### src/rtl/argmax_stream.sv
// argmax_stream: streaming argmax over NUM_CLASSES signed scores per frame.
//   clk, rst_n        clock, asynchronous active-low reset
//   flush             synchronous abort of the frame in progress
//   in_valid/in_ready/in_data      score stream, class index = arrival order
//   out_valid/out_ready            result handshake, result held until taken
//   out_class/out_max/out_margin   winner index, winner score, max minus runner-up
module argmax_stream #(
    parameter int NUM_CLASSES = 10,
    parameter int DATA_W      = 18,
    parameter int IDX_W       = 4
) (
    input  logic              clk,
    input  logic              rst_n,
    input  logic              flush,
    input  logic              in_valid,
    output logic              in_ready,
    input  logic [DATA_W-1:0] in_data,
    output logic              out_valid,
    input  logic              out_ready,
    output logic [IDX_W-1:0]  out_class,
    output logic [DATA_W-1:0] out_max,
    output logic [DATA_W:0]   out_margin
);
    typedef enum logic {COLLECT, HOLD} state_t;
    localparam logic signed [DATA_W-1:0] MOST_NEG = {1'b1, {(DATA_W-1){1'b0}}};
    state_t                    state_q, state_d;
    logic [IDX_W-1:0]          cnt_q, cnt_d, cls_q, cls_d, out_class_q, out_class_d, cls_n;
    logic signed [DATA_W-1:0]  max_q, max_d, second_q, second_d, max_n, second_n, in_s;
    logic [DATA_W-1:0]         out_max_q, out_max_d;
    logic [DATA_W:0]           out_margin_q, out_margin_d;
    assign in_s       = $signed(in_data);
    assign in_ready   = state_q == COLLECT;
    assign out_valid  = state_q == HOLD;
    assign out_class  = out_class_q;
    assign out_max    = out_max_q;
    assign out_margin = out_margin_q;
    // Running max/second updated with the incoming beat; strict compares keep the lowest index on ties.
    always_comb begin
        max_n    = max_q;
        second_n = second_q;
        cls_n    = cls_q;
        if (cnt_q == '0) begin
            max_n    = in_s;
            second_n = MOST_NEG;
            cls_n    = '0;
        end else if (in_s > max_q) begin
            max_n    = in_s;
            second_n = max_q;
            cls_n    = cnt_q;
        end else if (in_s > second_q) begin
            second_n = in_s;
        end
    end
    always_comb begin
        state_d      = state_q;
        cnt_d        = cnt_q;
        max_d        = max_q;
        second_d     = second_q;
        cls_d        = cls_q;
        out_class_d  = out_class_q;
        out_max_d    = out_max_q;
        out_margin_d = out_margin_q;
        if (flush) begin
            state_d = COLLECT;
            cnt_d   = '0;
        end else if (state_q == HOLD) begin
            state_d = out_ready ? COLLECT : HOLD;
        end else if (in_valid) begin
            max_d    = max_n;
            second_d = second_n;
            cls_d    = cls_n;
            if (cnt_q == IDX_W'(NUM_CLASSES - 1)) begin
                cnt_d        = '0;
                state_d      = HOLD;
                out_class_d  = cls_n;
                out_max_d    = max_n;
                // Difference of two sign-extended values is never negative here and fits DATA_W+1 bits.
                out_margin_d = {max_n[DATA_W-1], max_n} - {second_n[DATA_W-1], second_n};
            end else begin
                cnt_d = cnt_q + IDX_W'(1);
            end
        end
    end
    always_ff @(posedge clk or negedge rst_n) begin
        if (!rst_n) begin
            state_q      <= COLLECT;
            cnt_q        <= '0;
            max_q        <= '0;
            second_q     <= '0;
            cls_q        <= '0;
            out_class_q  <= '0;
            out_max_q    <= '0;
            out_margin_q <= '0;
        end else begin
            state_q      <= state_d;
            cnt_q        <= cnt_d;
            max_q        <= max_d;
            second_q     <= second_d;
            cls_q        <= cls_d;
            out_class_q  <= out_class_d;
            out_max_q    <= out_max_d;
            out_margin_q <= out_margin_d;
        end
    end
endmodule

### config.mk
export PLATFORM = sky130hd
export DESIGN_NAME = argmax_stream
export DESIGN_NICKNAME = d
export VERILOG_FILES = /design/src/rtl/argmax_stream.sv
export SDC_FILE = /design/constraint.sdc
export NUM_CORES = 1
export LEC_CHECK = 0
export CORE_MARGIN = 2
export CORE_UTILIZATION = 50
export DETAILED_ROUTE_END_ITERATION = 6
export GPL_ROUTABILITY_DRIVEN = 0
export PLACE_DENSITY = 0.76
export SLEW_MARGIN = 20
export SYNTH_ARGS = -nofsm -noshare
export SYNTH_HDL_FRONTEND = slang
export SYNTH_SLANG_ARGS = --single-unit
### constraint.sdc
create_clock -name clk -period 9.9 [get_ports clk]
set_input_delay 1.98 -clock clk [delete_from_list [all_inputs] [get_ports clk]]
set_output_delay 1.98 -clock clk [all_outputs]
set_load 0.01 [all_outputs]
==> results.md <==
- Fin crit share: 0.697
- Die ar.: between 10000 and 15000 um^2
- Final setup vio count: 0
- Worst slew pin tran: 0.797 ns
- Largest net degree at the start of global routing: 87
- Initial core utilization: 0.513
- PnR worst setup slack: around 3.0 ns
- Async S/R FF share, synth: 1.00
- Max-Cap Viols: 0
- # IOs: 66
- Fin. max-slew vios: 0
- Core area: 11400 um^2
- Final Core Density: 0.609
- Reg clk slew, reported paths: 0.07 ns
- DRC Markers: 0
- Number of port buffers: 65
- PwrDens: between 200 and 250 nW/um^2
- Synth Cell Area: 5860 um^2
- Final Hold Fails: 0
- Total power: 1460 uW
- RSZ-0062 raised after global routing: false
- Startpoint types: primary input
- Clk buf depth: 2
- Most frequent cells in the layout: 86 x dfrtp_1, 64 x clkdlybuf4s50_1, 57 x ha_1, 45 x inv_1, 45 x nand2_1
- Share of layout cells above drive strength 1: 0.116
- Final min period: 6.90 ns
- Most common cell after layout, fill and taps aside: dfrtp_1
- Clock insertion delay at the later pin of the skew report: around 0.35 ns
- Pre-CTS WS: 2.39 ns
- Cts-stage hold buffer count: 0
- H-tree levels: 3
- GR Overflow Total: 0
- Max-slew headroom: 0.469
- Die Y: 112 um
- Synth cell types: 59
- Outcome: finished, final reports clean
- Post-Route Setup TNS: 0 ns
- Mapped Avg Cell Area: 9.85 um^2
- Clock sink count: between 80 and 90
- Via count: between 4000 and 5000
- Post-CTS Resized: 0
- Number of flops mapped to enable cells by yosys: 0
- Fillers: a little under 1000
- Vias in the first global route: 4858
- Synth warn: 0
- Initial antenna violation count: 0
- CTS root buffer: clkbuf_16
- Arr. time, crit path: 7.13 ns
- Global-route wire length before repair: between 20 and 25 mm
- Detailed Place HPWL: 10.6 mm
- # rows: 39
- Primary FF master, synth: dfrtp_1
- Flops & latches, synth: 86
- 1st-pass router iterations: 5
- Maximum clock rate: 0.145 GHz
- Vias per cell: 6.13
- Global Route Usage Sum: 0.246
- Post-Layout Cell Count: 797
- CP max FO: 20
- Initial DRC Count: 433
- VDD IR max: 0.186 mV
- Antenna Violating Nets Remaining: 0
- CP Class: in2reg
- Diode count: 0
- Clock buffer count from CTS: 9
- Worst Path Required: 10.14 ns
- Dpl cells: 780
- Chip Width: 112 um
- WL per Instance: 19.0 um
- Seq/Total Area, Yosys: 0.367
- Area grow syn2layout: 18.6%
- Crit end category: flop
- Worst hold-check path type: reg2reg
- Synthesized Nets: just under 700
- Clock Skew: 0.0128 ns
- Synth Instances: 595
- Post-CTS Setup Bufs: 0
- WL final: 15.1 mm
- Leak: between 0.003 and 0.004 uW
- Net count, final: 730
- Clock tree from TritonCTS: yes
==> power breakdown <==
part	switching, uW	internal (uW)	total [uW]
logic	363	267	630
registers	44.8	397	442
clock network	146	247	392
total	554	911	1460
==> critical path, cell delays in order <==
cell and delay, ns:
clkdlybuf4s50_1 0.52, ha_1 0.38, a21oi_1 0.14, o21ai_0 0.09, a2111oi_0 0.65, o21ai_1 0.23
nand2_2 0.56, mux2i_1 0.26, a211oi_1 0.09, ha_1 0.26, fa_1 0.42, nor2b_1 0.16
o31a_1 0.18, nor2_1 0.06, a31oi_1 0.42, a41o_1 0.32, o31ai_1 0.09, a221o_1 0.32
==> synth_stat cells, drive strengths merged (3+ instances only) <==
master   n  area [um^2]
a211o   17          149
a211oi   6         45.0
a21o     7         52.6
a21oi   22          110
a221o   19          190
a22o     4         35.0
a31oi    4         25.0
buf     11         87.6
clkbuf  18         67.6
dfrtp   86         2150
ha      57          713
inv     45          169
mux2    48          541
mux2i   21          210
nand2   46          173
nand2b   4         25.0
nand3    6         30.0
nand4    7         43.8
nor2    41          154
nor2b    6         37.5
nor3     3         15.0
nor3b    3         27.5
nor4    18          119
o21a     4         30.0
o21ai   43          215
o31a     3         27.5
o31ai    6         58.8
xnor2    6         52.6
xor2     6         52.6
==> sequential cells by signal (all words and copies together) (netlist names) <==
register and count:
cls_q 4, cnt_q 4, max_q 18, out_class 4, out_margin 19, out_max 18, out_valid 1, second_q 18
==> worst paths after layout <==
kind                               startpoint             end  cells past startpoint  slack (ns)
worst max-delay path               in_data[5]  out_margin[18]                     18        3.00
worst min-delay path            out_margin[1]   out_margin[1]                      2        0.49
worst max register to register    second_q[3]  out_margin[18]                     18        4.79
worst min register to register  out_margin[1]   out_margin[1]                      2        0.49
max in group asynchronous               rst_n       max_q[14]                      1        7.66
min in group asynchronous               rst_n     second_q[3]                      1        1.66
==> routing by layer <==
layer,global-route usage,part of all wire,vias to the layer above
met5,0,0,-
met4,0.117,0.044,0
met3,0.0691,0.057,44
met2,0.384,0.47,156
met1,0.317,0.43,2392
li1,-,-,2292
==> final cells by class <==
| type | instances | area (um^2) | area share |
|---|---|---|---|
| multi-input cells | 435 | 3410 | 0.490 |
| flip-flops and latches | 86 | 2150 | 0.310 |
| repair buffers | 72 | 708 | 0.102 |
| clock buffers | 10 | 229 | 0.0329 |
| well taps | 143 | 179 | 0.0257 |
| inverters | 45 | 169 | 0.0243 |
| clock inverters | 6 | 109 | 0.0157 |
==> logic make-up (layout without fill, tap and decap cells) <==
kind of cell,count (synthesis),count (layout),synth area share
AOI/OAI and AO/OA,149,149,0.181
and+or+nand+nor,147,147,0.126
adders and majority gates,58,58,0.125
buffers and inverters,74,133,0.0553
muxes,69,69,0.128
DFF,86,86,0.367
xor gates and xnor gates,12,12,0.0179
==> through the flow <==
stage | hold slack (ns) | cell area (um^2)
floorplan | 0.458 | 5860
global placement | 0.469 | 6590
detailed placement | 0.468 | 6590
CTS | 0.492 | 6930
global route | 0.512 | 6950
finish | 0.486 | 6950
Note: power is estimated with default switching activity, not from simulation.
